==> config.mk <==
export PLATFORM = sky130hd
export DESIGN_NAME = uart_ctrl
export DESIGN_NICKNAME = d
export VERILOG_FILES = /design/src/rtl/uart_ctrl.sv
export SDC_FILE = /design/constraint.sdc
export NUM_CORES = 1
export LEC_CHECK = 0
export CAP_MARGIN = 20
export CORE_ASPECT_RATIO = 0.9
export CORE_MARGIN = 2
export CORE_UTILIZATION = 40
export DETAILED_ROUTE_END_ITERATION = 12
export PLACE_DENSITY = 0.58
export SLEW_MARGIN = 20
export SYNTH_ARGS = -nofsm -noshare
export SYNTH_HDL_FRONTEND = slang
export SYNTH_SLANG_ARGS = --single-unit
==> constraint.sdc <==
create_clock -name clk -period 5.4 [get_ports clk]
set_clock_uncertainty 0.05 [all_clocks]
set_input_delay 0.81 -clock clk [delete_from_list [all_inputs] [get_ports clk]]
set_output_delay 0.81 -clock clk [all_outputs]
set_load 0.02 [all_outputs]
==> src/rtl/uart_ctrl.sv <==
// uart_ctrl: full-duplex UART with a run-time baud divisor, optional even/odd
// parity, one or two TX stop bits, and RX parity/framing error reporting.
// One free-running tick generator paces both directions; every bit lasts
// OVERSAMPLE ticks. TX and RX are independent state machines sharing that tick.
module uart_ctrl #(
  parameter int DATA_WIDTH = 8,
  parameter int OVERSAMPLE = 16,
  parameter int DIV_WIDTH  = 16
) (
  input  logic                  clk,
  input  logic                  rst_n,
  input  logic [DIV_WIDTH-1:0]  baud_div,
  input  logic                  parity_en,
  input  logic                  parity_odd,
  input  logic                  stop2,
  input  logic                  tx_start,
  input  logic [DATA_WIDTH-1:0] tx_in,
  output logic                  tx_busy,
  output logic                  tx_done,
  output logic                  tx_out,
  input  logic                  rx_in,
  output logic [DATA_WIDTH-1:0] rx_out,
  output logic                  rx_valid,
  output logic                  rx_parity_err,
  output logic                  rx_frame_err
);

  localparam int TW = $clog2(OVERSAMPLE);
  localparam int BW = $clog2(DATA_WIDTH + 1);

  // Tick index of the last tick of a bit, and of the mid-bit sample point
  // counted from the tick on which the start edge was first seen.
  localparam logic [TW-1:0] TICK_LAST = TW'(OVERSAMPLE - 1);
  localparam logic [TW-1:0] TICK_MID  = TW'(OVERSAMPLE / 2 - 1);
  localparam logic [BW-1:0] BIT_LAST  = BW'(DATA_WIDTH - 1);

  typedef enum logic [2:0] {
    TX_IDLE, TX_START, TX_DATA, TX_PARITY, TX_STOP
  } tx_state_t;

  typedef enum logic [2:0] {
    RX_IDLE, RX_START, RX_DATA, RX_PARITY, RX_STOP
  } rx_state_t;

  // ---------------------------------------------------------------------------
  // Baud tick generator
  // ---------------------------------------------------------------------------
  logic [DIV_WIDTH-1:0] div_cnt;
  logic                 tick;

  // A new baud_div is only compared against, never loaded, so a counter that is
  // already past a smaller value simply runs up to all-ones and wraps to zero.
  assign tick = (div_cnt == baud_div);

  // Free-running divider: 0..baud_div, one tick per wrap.
  // NOTE: sequential state is always assigned with <= so every flop samples
  // pre-edge values; blocking assignments here would create ordering races.
  always_ff @(posedge clk or negedge rst_n) begin
    if (!rst_n) begin
      div_cnt <= '0;
    end else if (tick) begin
      div_cnt <= '0;
    end else begin
      div_cnt <= div_cnt + DIV_WIDTH'(1);
    end
  end

  // ---------------------------------------------------------------------------
  // Transmitter
  // ---------------------------------------------------------------------------
  tx_state_t             tx_state, tx_state_n;
  logic [TW-1:0]         tx_tick_cnt, tx_tick_n;
  logic [BW-1:0]         tx_bit_cnt, tx_bit_n;
  logic [DATA_WIDTH-1:0] tx_shift, tx_shift_n;
  logic                  tx_par_bit, tx_par_bit_n;
  logic                  tx_par_en, tx_par_en_n;
  logic                  tx_stop2, tx_stop2_n;
  logic                  tx_out_n, tx_done_n;
  logic                  tx_bit_end;

  assign tx_bit_end = tick && (tx_tick_cnt == TICK_LAST);

  // TX next-state: frame sequencing and the value the pin takes next cycle.
  // NOTE: every signal driven here gets a default first, so no path through
  // the case statement can leave one unassigned and infer a latch.
  always_comb begin
    tx_state_n   = tx_state;
    tx_tick_n    = tx_tick_cnt;
    tx_bit_n     = tx_bit_cnt;
    tx_shift_n   = tx_shift;
    tx_par_bit_n = tx_par_bit;
    tx_par_en_n  = tx_par_en;
    tx_stop2_n   = tx_stop2;
    tx_done_n    = 1'b0;

    if (tick && (tx_state != TX_IDLE)) begin
      tx_tick_n = (tx_tick_cnt == TICK_LAST) ? '0 : tx_tick_cnt + TW'(1);
    end

    case (tx_state)
      TX_IDLE: begin
        if (tx_start) begin
          // Frame contents and format are frozen here for the whole frame.
          tx_state_n   = TX_START;
          tx_tick_n    = '0;
          tx_bit_n     = '0;
          tx_shift_n   = tx_in;
          tx_par_bit_n = (^tx_in) ^ parity_odd;
          tx_par_en_n  = parity_en;
          tx_stop2_n   = stop2;
        end
      end
      TX_START: begin
        if (tx_bit_end) tx_state_n = TX_DATA;
      end
      TX_DATA: begin
        if (tx_bit_end) begin
          tx_shift_n = tx_shift >> 1;
          if (tx_bit_cnt == BIT_LAST) begin
            tx_bit_n   = '0;
            tx_state_n = tx_par_en ? TX_PARITY : TX_STOP;
          end else begin
            tx_bit_n = tx_bit_cnt + BW'(1);
          end
        end
      end
      TX_PARITY: begin
        if (tx_bit_end) tx_state_n = TX_STOP;
      end
      TX_STOP: begin
        if (tx_bit_end) begin
          if (tx_stop2 && (tx_bit_cnt == '0)) begin
            tx_bit_n = BW'(1);
          end else begin
            tx_state_n = TX_IDLE;
            tx_done_n  = 1'b1;
          end
        end
      end
      default: tx_state_n = TX_IDLE;
    endcase

    // The pin is registered from the next state so it never glitches.
    case (tx_state_n)
      TX_START:  tx_out_n = 1'b0;
      TX_DATA:   tx_out_n = tx_shift_n[0];
      TX_PARITY: tx_out_n = tx_par_bit_n;
      default:   tx_out_n = 1'b1;
    endcase
  end

  // TX state register; reset forces the line idle-high at once.
  // NOTE: the data shift registers are reset as well; they are plain flops,
  // not a memory, so clearing them costs nothing and keeps outputs defined.
  always_ff @(posedge clk or negedge rst_n) begin
    if (!rst_n) begin
      tx_state    <= TX_IDLE;
      tx_tick_cnt <= '0;
      tx_bit_cnt  <= '0;
      tx_shift    <= '0;
      tx_par_bit  <= 1'b0;
      tx_par_en   <= 1'b0;
      tx_stop2    <= 1'b0;
      tx_out      <= 1'b1;
      tx_busy     <= 1'b0;
      tx_done     <= 1'b0;
    end else begin
      tx_state    <= tx_state_n;
      tx_tick_cnt <= tx_tick_n;
      tx_bit_cnt  <= tx_bit_n;
      tx_shift    <= tx_shift_n;
      tx_par_bit  <= tx_par_bit_n;
      tx_par_en   <= tx_par_en_n;
      tx_stop2    <= tx_stop2_n;
      tx_out      <= tx_out_n;
      tx_busy     <= (tx_state_n != TX_IDLE);
      tx_done     <= tx_done_n;
    end
  end

  // ---------------------------------------------------------------------------
  // Receiver
  // ---------------------------------------------------------------------------
  logic [1:0]            rx_sync;
  logic                  rx_line;
  rx_state_t             rx_state, rx_state_n;
  logic [TW-1:0]         rx_tick_cnt, rx_tick_n;
  logic [BW-1:0]         rx_bit_cnt, rx_bit_n;
  logic [DATA_WIDTH-1:0] rx_shift, rx_shift_n;
  logic                  rx_par_en, rx_par_en_n;
  logic                  rx_par_odd, rx_par_odd_n;
  logic                  rx_perr_pend, rx_perr_pend_n;
  logic                  rx_armed, rx_armed_n;
  logic [DATA_WIDTH-1:0] rx_out_n;
  logic                  rx_valid_n, rx_parity_err_n, rx_frame_err_n;
  logic                  rx_mid, rx_bit_end;

  assign rx_line    = rx_sync[1];
  assign rx_mid     = tick && (rx_tick_cnt == TICK_MID);
  assign rx_bit_end = tick && (rx_tick_cnt == TICK_LAST);

  // Two-flop synchronizer for the asynchronous serial input, idle-high.
  always_ff @(posedge clk or negedge rst_n) begin
    if (!rst_n) begin
      rx_sync <= 2'b11;
    end else begin
      rx_sync <= {rx_sync[0], rx_in};
    end
  end

  // RX next-state: start qualification, mid-bit sampling and word delivery.
  // rx_armed is cleared when a stop bit is seen low, so a held break yields
  // exactly one word and the receiver waits for the line to go high again.
  always_comb begin
    rx_state_n      = rx_state;
    rx_tick_n       = rx_tick_cnt;
    rx_bit_n        = rx_bit_cnt;
    rx_shift_n      = rx_shift;
    rx_par_en_n     = rx_par_en;
    rx_par_odd_n    = rx_par_odd;
    rx_perr_pend_n  = rx_perr_pend;
    rx_armed_n      = rx_armed;
    rx_out_n        = rx_out;
    rx_parity_err_n = rx_parity_err;
    rx_frame_err_n  = rx_frame_err;
    rx_valid_n      = 1'b0;

    if (tick && (rx_state != RX_IDLE)) begin
      rx_tick_n = (rx_tick_cnt == TICK_LAST) ? '0 : rx_tick_cnt + TW'(1);
    end

    case (rx_state)
      RX_IDLE: begin
        if (rx_line) rx_armed_n = 1'b1;
        if (tick && rx_armed && !rx_line) begin
          rx_state_n     = RX_START;
          rx_tick_n      = '0;
          rx_bit_n       = '0;
          rx_par_en_n    = parity_en;
          rx_par_odd_n   = parity_odd;
          rx_perr_pend_n = 1'b0;
        end
      end
      RX_START: begin
        if (rx_mid) begin
          // A line back high at mid start bit was a glitch, not a frame.
          rx_state_n = rx_line ? RX_IDLE : RX_DATA;
          rx_tick_n  = '0;
        end
      end
      RX_DATA: begin
        if (rx_bit_end) begin
          rx_shift_n = {rx_line, rx_shift[DATA_WIDTH-1:1]};
          if (rx_bit_cnt == BIT_LAST) begin
            rx_bit_n   = '0;
            rx_state_n = rx_par_en ? RX_PARITY : RX_STOP;
          end else begin
            rx_bit_n = rx_bit_cnt + BW'(1);
          end
        end
      end
      RX_PARITY: begin
        if (rx_bit_end) begin
          rx_perr_pend_n = rx_line ^ (^rx_shift) ^ rx_par_odd;
          rx_state_n     = RX_STOP;
        end
      end
      RX_STOP: begin
        // Only the first stop bit is checked; leaving at mid-bit gives the
        // receiver half a bit of margin to catch the next start edge.
        if (rx_bit_end) begin
          rx_state_n      = RX_IDLE;
          rx_out_n        = rx_shift;
          rx_parity_err_n = rx_perr_pend;
          rx_frame_err_n  = !rx_line;
          rx_valid_n      = 1'b1;
          rx_armed_n      = rx_line;
        end
      end
      default: rx_state_n = RX_IDLE;
    endcase
  end

  // RX state register and registered client-side outputs.
  always_ff @(posedge clk or negedge rst_n) begin
    if (!rst_n) begin
      rx_state      <= RX_IDLE;
      rx_tick_cnt   <= '0;
      rx_bit_cnt    <= '0;
      rx_shift      <= '0;
      rx_par_en     <= 1'b0;
      rx_par_odd    <= 1'b0;
      rx_perr_pend  <= 1'b0;
      rx_armed      <= 1'b1;
      rx_out        <= '0;
      rx_valid      <= 1'b0;
      rx_parity_err <= 1'b0;
      rx_frame_err  <= 1'b0;
    end else begin
      rx_state      <= rx_state_n;
      rx_tick_cnt   <= rx_tick_n;
      rx_bit_cnt    <= rx_bit_n;
      rx_shift      <= rx_shift_n;
      rx_par_en     <= rx_par_en_n;
      rx_par_odd    <= rx_par_odd_n;
      rx_perr_pend  <= rx_perr_pend_n;
      rx_armed      <= rx_armed_n;
      rx_out        <= rx_out_n;
      rx_valid      <= rx_valid_n;
      rx_parity_err <= rx_parity_err_n;
      rx_frame_err  <= rx_frame_err_n;
    end
  end

endmodule

==> results of run 1 <==
cells in the final DEF, fill, tap and decap left out, types with 5 or more instances in the layout:
cell type         n
xnor2_1          41
nand3_1          15
nand2_1          28
clkbuf_8          9
nor2_1           37
dfrtp_1          73
a21oi_1           9
o31ai_1           5
nand2b_1          5
inv_1            17
nand4_1           9
ha_1              6
xor2_1            8
a222oi_1          6
clkdlybuf4s50_1  43
a21o_1            5
nor3_1            9
o21ai_0          20
and3_1            5
mux2_2           21
metal layers:
metal	part of all wire, %	track usage, %	wire (um)	up-vias
met5	0	0	0	-
met4	1.6	5.62	121	0
met3	4.5	4.16	341	11
met2	44	22.7	3340	52
met1	50	22.4	3770	1375
li1	-	-	-	1404
cell families after synthesis:
group                    share of synthesized area [%]
flip-flops                                        49.7
XOR/XNOR                                          11.0
buffers and inverters                             3.32
multiplexers                                      7.11
AO/OA/AOI/OAI                                     10.6
adder cells (fa/ha/maj)                           1.93
AND/OR/NAND/NOR                                   16.3
cells in the mapped netlist, types with 4 or more instances:
library cell / n / area [um2]
mux2i_1: 4 / 40.0
nor2_1: 37 / 139
dfrtp_1: 73 / 1830
a21o_1: 5 / 37.5
a222oi_1: 6 / 60.1
a21oi_1: 9 / 45.0
nand3_1: 15 / 75.1
o31ai_1: 5 / 37.5
xor2_1: 8 / 70.1
o21ai_0: 20 / 100
xnor2_1: 41 / 359
inv_1: 17 / 63.8
mux2_2: 21 / 236
clkbuf_1: 9 / 33.8
nand4_1: 9 / 56.3
nor3_1: 9 / 45.0
a22o_1: 4 / 35.0
and3_1: 5 / 31.3
nand2_1: 28 / 105
ha_1: 6 / 75.1
nand2b_1: 5 / 31.3
buf_2: 4 / 20.0
dfstp_2: 4 / 105
through the flow:
step                      hold WS, ns  area (um2)  setup slack, ns  power, mW  util (%)
after CTS                       0.312        4670             2.24       1.34      48.8
after global routing            0.313        4690             2.07       1.39      49.0
final                           0.309        4690             2.24       1.32      49.0
after global placement          0.298        4430             1.88      0.810      46.3
after detailed placement        0.300        4430             1.87      0.811      46.3
after floorplan                 0.295        3890             2.82      0.747         -
worst min path at each step:
stage,end,cells after the start,start
floorplan,rx_sync[1],0,rx_sync[0]
global placement,rx_sync[1],0,rx_sync[0]
detailed placement,rx_sync[1],0,rx_sync[0]
CTS,rx_sync[1],0,rx_sync[0]
global route,rx_sync[1],0,rx_sync[0]
finish,rx_sync[1],0,rx_sync[0]
worst reg2reg max path, cell delays in order (launching register included):
cell      delay (ns)
dfrtp_1         0.44
xnor2_1         0.22
nand4_1         0.17
nor4_4          0.35
buf_4           0.35
o21ai_0         0.27
a21o_1          0.27
or4_1           0.42
o311ai_1        0.08
flip-flops by register name, summed over array words and instances (netlist names), 2 cells and up:
name / flops
rx_shift: 8
tx_tick_cnt: 4
rx_bit_cnt: 4
tx_state: 3
rx_state: 3
div_cnt: 16
rx_tick_cnt: 4
tx_bit_cnt: 4
tx_shift: 8
rx_out: 8
rx_sync: 2
power by group through the flow:
stage	Combinational, mW	Sequential [mW]	Clock, mW
floorplan	0.0902	0.657	0
global placement	0.145	0.665	0
detailed placement	0.145	0.666	0
CTS	0.146	0.655	0.542
global route	0.163	0.661	0.570
finish	0.145	0.655	0.523
cell type report:
type / count / area (um2)
fillers: 881 / 4880
flip-flops and latches: 77 / 1930
multi-input cells: 267 / 1830
repair buffers: 47 / 473
well taps: 126 / 158
clock buffers: 9 / 124
clock inverters: 6 / 113
inverters: 17 / 63.8
==> results.sh, run 1 <==
export IMPL_status="complete, no violations"
export IMPL_ir_drop_uv=168
export IMPL_cts_root_buf="clkbuf_8"
export IMPL_wl_per_cell_um=13.8
export IMPL_worstHoldPathType="reg2reg"
export IMPL_drt_pass1_iter_count=4
export IMPL_finalHoldViolCount=0
export IMPL_port_buffer_count=44
export IMPL_max_cap_violations=0
export IMPL_internal_power_mw=1.00
export IMPL_ios=45
export IMPL_fin_crit_sh_pct=58.6
export IMPL_maxSlewViolCount=0
export IMPL_seqPwrFrac_pct=49.5
export IMPL_drt_total_wl_um=7580
export IMPL_clockBufferDepth=2
export IMPL_synth_area_mm2=0.00389
export IMPL_r2r_cells=8
export IMPL_via_per_inst=5.18
export IMPL_nets=456
export IMPL_area_growth_synth_to_final_pct=20.6
export IMPL_drt_iter0_markers=172
export IMPL_synth_cell_types=45
export IMPL_drcViolationCount=0
export IMPL_path_max_fanout=30
export IMPL_cts_setup_buffers=0
export IMPL_cts_resized=0
export IMPL_ys_seq_area_share_pct=49.7
export IMPL_dp_hpwl_um=5180
export IMPL_synth_fp_nets=412
export IMPL_antenna_found_initial=0
export IMPL_p_leak_nw=2.01
export IMPL_r2r_end="rx_state[1]"
export IMPL_crit_chain="clkdlybuf4s50_1 -> xnor2_1 -> nand4_1 -> nor4_4 -> buf_4 -> o21ai_0 -> a21o_1 -> or4_1 -> o311ai_1"
export IMPL_num_rows=34
export IMPL_syn_inst=375
export IMPL_path_buf_inv=2
export IMPL_crit_family="simple AND/OR/NAND/NOR gates"
export IMPL_track_usage_pct=15.6
export IMPL_dp_cells=533
export IMPL_power_share_clock_pct=39.5
export IMPL_core_area_mm2=0.00957
export IMPL_numCtsBuffers=9
export IMPL_die_area_mm2=0.0105
export IMPL_cts_tree="done"
export IMPL_cp_depth=9
export IMPL_fin_cells=549
export IMPL_clock_latency_ns=0.35
export IMPL_drive_gt1_share_pct=11.1
export IMPL_startpoint="baud_div[1]"
export IMPL_cp_slowest_cell="clkdlybuf4s50_1"
export IMPL_r2r_slack_ns=2.69
export IMPL_path_clk_slew_ns=0.08
export IMPL_power_density_mw_per_mm2=282
export IMPL_period_needed_ns=3.16
export IMPL_htree_levels=3
export IMPL_diodes=0
export IMPL_avgSynthCellArea_um2=10.4
export IMPL_combinationalPowerShare_pct=11.0
export IMPL_dr_total_vias=2842
export IMPL_arrival_ns=3.36
export IMPL_endpoint_kind="flop"
export IMPL_grt_overflow_total=0
export IMPL_slew_headroom_pct=48.6
export IMPL_worstPathRequired_ns=5.60
export IMPL_setup_tns_ns=0
export IMPL_grt_max_degree=78
export IMPL_initial_utilization_pct=40.6
export IMPL_max_freq_ghz=0.316
export IMPL_ys_warn_count=0
export IMPL_netSwitchingFraction_pct=24.2
export IMPL_rsz0062_at_grt="false"
export IMPL_worstSetupStartpointType="input pin"
export IMPL_grt_pass1_wl_um=13100
export IMPL_synthFlopType="dfrtp_1"
export IMPL_setup_worst_path_class="in2reg"
export IMPL_grt_pass1_vias=2773
export IMPL_synth_seq_cells=77
export IMPL_cts_hold_buf=0
export IMPL_worst_slew_pin_slew_ns=0.765
export IMPL_clkSinkCount=77
export IMPL_synth_edf_count=0
export IMPL_timing_rr_start="div_cnt[3]"
export IMPL_endpoint="rx_state[1]"
export IMPL_synth_async_reset_ratio_pct=100
export IMPL_max_stage_delay_ns=0.49
export IMPL_drtAntennaViolNets=0
export IMPL_p_sw_uw=321
export IMPL_die_width_um=108
export IMPL_die_y_um=97.5
export IMPL_place_gp_congestion=0.840
export IMPL_setup_viol=0
Power figures use the tool's default switching activity.
==> inputs of run 2 (changes only) <==
- PLACE_DENSITY: 0.58 -> 0.61
- clock period: 5.4 -> 2.9 ns (I/O delays scaled with it)
==> results.sh, run 2 (synthesis gave the netlist of run 1 again) <==
export IMPL_arrival_ns=2.65
export IMPL_cts_root_buf="clkbuf_8"
export IMPL_path_max_fanout=17
export IMPL_setup_tns_ns=0
export IMPL_path_clk_slew_ns=0.08
export IMPL_diodes=0
export IMPL_period_needed_ns=2.47
export IMPL_clkSinkCount=77
export IMPL_drt_total_wl_um=7680
export IMPL_status="complete, no violations"
export IMPL_layout_commonest_cell="dfrtp_1"
export IMPL_fin_crit_sh_pct=85.2
export IMPL_setup_viol=0
export IMPL_nets=460
export IMPL_track_usage_pct=15.8
export IMPL_grt_overflow_total=0
export IMPL_worstSetupStartpointType="input pin"
export IMPL_grt_pass1_wl_um=13400
export IMPL_antenna_found_initial=0
export IMPL_core_area_mm2=0.00957
export IMPL_grt_max_degree=78
export IMPL_place_gp_congestion=0.829
export IMPL_initial_utilization_pct=40.6
export IMPL_layout_common_cells="73 x dfrtp_1, 43 x clkdlybuf4s50_1, 41 x xnor2_1"
export IMPL_clockBufferDepth=2
export IMPL_die_y_um=97.5
export IMPL_maxSlewViolCount=0
export IMPL_total_power_mw=2.25
export IMPL_dr_total_vias=2865
export IMPL_grt_pass1_vias=2864
export IMPL_max_freq_ghz=0.405
export IMPL_cts_resized=0
export IMPL_finish_instance_area_mm2=0.00468
export IMPL_p_leak_nw=2.01
export IMPL_endpoint_kind="flop"
export IMPL_finalHoldViolCount=0
export IMPL_drtAntennaViolNets=0
export IMPL_drive_gt1_share_pct=12.1
export IMPL_num_rows=34
export IMPL_port_buffer_count=44
export IMPL_ios=45
export IMPL_placed_area_mm2=0.00450
export IMPL_drcViolationCount=0
export IMPL_worstHoldPathType="in2async"
export IMPL_cts_setup_buffers=0
export IMPL_die_area_mm2=0.0105
export IMPL_largest_register_ffs=16
export IMPL_n_fill_cell=925
export IMPL_clock_latency_ns=0.35
export IMPL_wl_per_cell_um=13.9
export IMPL_numCtsBuffers=9
export IMPL_power_density_mw_per_mm2=480
export IMPL_drt_iter0_markers=209
export IMPL_register_area_mm2=0.00193
export IMPL_worstPathRequired_ns=3.08
export IMPL_rsz0062_at_grt="false"
export IMPL_via_per_inst=5.17
export IMPL_setup_worst_path_class="in2reg"
export IMPL_fin_cells=554
export IMPL_max_cap_violations=0
export IMPL_dp_hpwl_um=5360
export IMPL_area_growth_synth_to_final_pct=20.4
export IMPL_ir_drop_uv=271
export IMPL_dp_cells=538
export IMPL_cts_hold_buf=0
export IMPL_htree_levels=3
export IMPL_drt_pass1_iter_count=4
export IMPL_die_width_um=108
export IMPL_worst_slew_pin_slew_ns=0.960
export IMPL_slew_headroom_pct=36.0
export IMPL_multiInputGateArea_mm2=0.00183
export IMPL_cts_tree="done"
export IMPL_regMostFlops="div_cnt"
[run 2: worst paths after layout]
check	start	endpoint	slack, ns	cells past startpoint
min reg2reg	rx_sync[0]	rx_sync[1]	0.31	0
max reg2reg	rx_tick_cnt[0]	rx_state[1]	0.44	8
min	rst_n	div_cnt[5]	0.16	1
min in group clk	rx_sync[0]	rx_sync[1]	0.31	0
max	baud_div[13]	rx_state[1]	0.43	9
max in group asynchronous	rst_n	rx_tick_cnt[3]	1.99	1
[run 2: per-stage QoR]
stage	util (%)	hold WS, ns	worst slack, ns
2_1_floorplan	-	0.0894	0.696
3_3_place_gp	47.0	0.297	0.0995
3_5_place_dp	47.0	0.299	0.0962
4_1_cts	48.9	0.220	0.434
5_1_grt	48.9	0.254	0.214
6_report	48.9	0.158	0.429
[run 2: area by class of cell]
class	instances	area share [%]
clock inverter	5	0.722
multi-input combinational	267	39.0
timing repair buffer	51	11.0
clock buffer	11	3.23
sequential	77	41.3
tap	126	3.37
inverter	17	1.36
[run 2: metal layers]
layer	up-vias	routed length, um	global-route usage (%)
li1	1415	-	-
met1	1373	3750	21.3
met2	72	3450	25.0
met3	5	416	4.83
met4	0	62	3.55
met5	-	0	0
[run 2: power by group]
| group | internal [mW] | leakage [nW] | switching, mW |
|---|---|---|---|
| registers | 1.15 | 1.00 | 0.0673 |
| logic | 0.145 | 0.911 | 0.120 |
| clock network | 0.358 | 0.0917 | 0.405 |
| total | 1.66 | 2.01 | 0.592 |
[run 2: critical path: stages]
cell	delay [ns]
clkdlybuf4s50_1	0.42
xnor2_1	0.19
nand4_1	0.16
nor4_4	0.35
buf_12	0.19
o21ai_0	0.14
a21o_1	0.23
or4_1	0.42
o311ai_1	0.10
==> inputs of run 3 (changes only) <==
- CORE_UTILIZATION: 40 -> 35
- PLACE_DENSITY: 0.61 -> 0.54
- RECOVER_POWER: default -> 100
==> results.sh, run 3 (synthesis gave the netlist of run 1 again) <==
export IMPL_status="complete, but fails checks"
export IMPL_violations="max-capacitance violations, max-slew violations"
export IMPL_r2r_cells=8
export IMPL_clkSinkCount=77
export IMPL_dp_cells=548
export IMPL_dp_hpwl_um=5540
export IMPL_maxSlewViolCount=78
export IMPL_die_width_um=115
export IMPL_drt_pass1_iter_count=7
export IMPL_n_fill_cell=1059
export IMPL_max_stage_delay_ns=0.51
export IMPL_ir_drop_uv=231
export IMPL_endpoint_kind="flop"
export IMPL_drt_iter0_markers=125
export IMPL_clockBufferDepth=2
export IMPL_cts_root_buf="clkbuf_16"
export IMPL_largest_register_ffs=16
export IMPL_r2r_end="rx_state[1]"
export IMPL_port_buffer_count=44
export IMPL_power_density_mw_per_mm2=560
export IMPL_worst_slew_pin_slew_ns=1.94
export IMPL_grtUsageMet2_pct=22.6
export IMPL_place_gp_congestion=0.854
export IMPL_layout_commonest_cell="dfrtp_1"
export IMPL_initial_utilization_pct=36.0
export IMPL_cp_slowest_cell="clkdlybuf4s50_1"
export IMPL_crit_family="simple AND/OR/NAND/NOR gates"
export IMPL_drive_gt1_share_pct=11.1
export IMPL_nets=463
export IMPL_clock_latency_ns=0.33
export IMPL_via_per_inst=5.02
export IMPL_fin_cells=564
export IMPL_layout_common_cells="73 x dfrtp_1, 41 x xnor2_1, 37 x nor2_1"
export IMPL_cts_tree="done"
export IMPL_die_y_um=104
export IMPL_rsz0062_at_grt="false"
export IMPL_arrival_ns=2.68
export IMPL_drt_total_wl_um=7910
export IMPL_r2r_slack_ns=0.47
export IMPL_dr_total_vias=2831
export IMPL_slew_headroom_pct=-29.0
export IMPL_num_rows=36
export IMPL_worstHoldPathType="reg2reg"
export IMPL_diodes=0
export IMPL_grt_overflow_total=0
export IMPL_grt_pass1_wl_um=13800
export IMPL_path_clk_slew_ns=0.06
export IMPL_finalHoldViolCount=0
export IMPL_grtUsageMet3_pct=3.79
export IMPL_drcViolationCount=0
export IMPL_timing_rr_start="rx_tick_cnt[0]"
export IMPL_path_max_fanout=13
export IMPL_grt_max_degree=78
export IMPL_setup_viol=0
export IMPL_die_area_mm2=0.0120
export IMPL_crit_chain="clkdlybuf4s50_1 -> xnor2_1 -> nand4_1 -> nor4_4 -> buf_12 -> nand2_2 -> a311o_1 -> or3_1"
export IMPL_path_buf_inv=2
export IMPL_regMostFlops="div_cnt"
export IMPL_p_leak_nw=2.10
export IMPL_area_growth_synth_to_final_pct=24.0
export IMPL_top_usage_layer="met2"
export IMPL_ios=45
export IMPL_cts_hold_buf=0
export IMPL_grt_pass1_vias=2906
export IMPL_cts_resized=0
export IMPL_fin_crit_sh_pct=86.9
export IMPL_period_needed_ns=2.52
export IMPL_numCtsBuffers=9
export IMPL_drtAntennaViolNets=0
export IMPL_cts_setup_buffers=0
export IMPL_setup_worst_path_class="in2reg"
export IMPL_wl_per_cell_um=14.0
export IMPL_setup_tns_ns=0
export IMPL_antenna_found_initial=0
export IMPL_max_cap_violations=1
export IMPL_worstSetupStartpointType="input pin"
export IMPL_track_usage_pct=14.4
export IMPL_max_freq_ghz=0.397
export IMPL_worstHoldPathCells=0
export IMPL_use_met1_pct=19.2
export IMPL_min_to="rx_sync[1]"
export IMPL_htree_levels=3
export IMPL_worstPathRequired_ns=3.06
export IMPL_min_from="rx_sync[0]"
export IMPL_core_area_mm2=0.0108
-- run 3: per-stage QoR --
stage	hold WS, ns	setup slack [ns]	utilization [%]	instance area, um2	power [mW]
finish	0.305	0.379	44.6	4820	2.70
global route	0.311	0.200	44.6	4820	2.83
CTS	0.256	0.353	44.9	4850	2.75
detailed placement	0.298	0.0209	41.9	4530	1.52
global placement	0.297	0.0905	41.9	4530	1.51
floorplan	0.0894	0.696	-	3890	1.39
-- run 3: how the worst max path moves through the flow --
stage,slack (ns),start,end,cells after the start
after floorplan,0.70,baud_div[13],rx_out[0],7
after global placement,0.09,baud_div[4],tx_busy,8
after detailed placement,0.02,baud_div[13],tx_busy,8
after CTS,0.35,baud_div[13],tx_busy,8
after global routing,0.20,baud_div[4],tx_shift[2],9
final,0.38,baud_div[13],tx_busy,8
-- run 3: layout make-up --
| cell class | count | area (um2) | share of cell area (%) |
|---|---|---|---|
| Clock inverter | 6 | 86.3 | 1.79 |
| Clock buffer | 10 | 239 | 4.96 |
| Inverter | 17 | 63.8 | 1.32 |
| Multi-Input combinational cell | 267 | 1820 | 37.8 |
| Timing Repair Buffer | 54 | 513 | 10.6 |
| Tap cell | 133 | 166 | 3.45 |
| Sequential cell | 77 | 1930 | 40.1 |
-- run 3: report_power, final --
part | total [mW] | switching [mW] | internal [mW]
registers | 1.22 | 0.0671 | 1.15
clock network | 1.21 | 0.438 | 0.775
logic | 0.268 | 0.126 | 0.141
total | 2.70 | 0.631 | 2.07
-- run 3: per-layer routing --
layer  share of wire, %  routed length, um  up-vias
met5                  0                  0        -
met3                3.8                304       11
met2                 46               3660       46
met1                 49               3850     1353
met4                1.2                 98        0
li1                   -                  -     1421
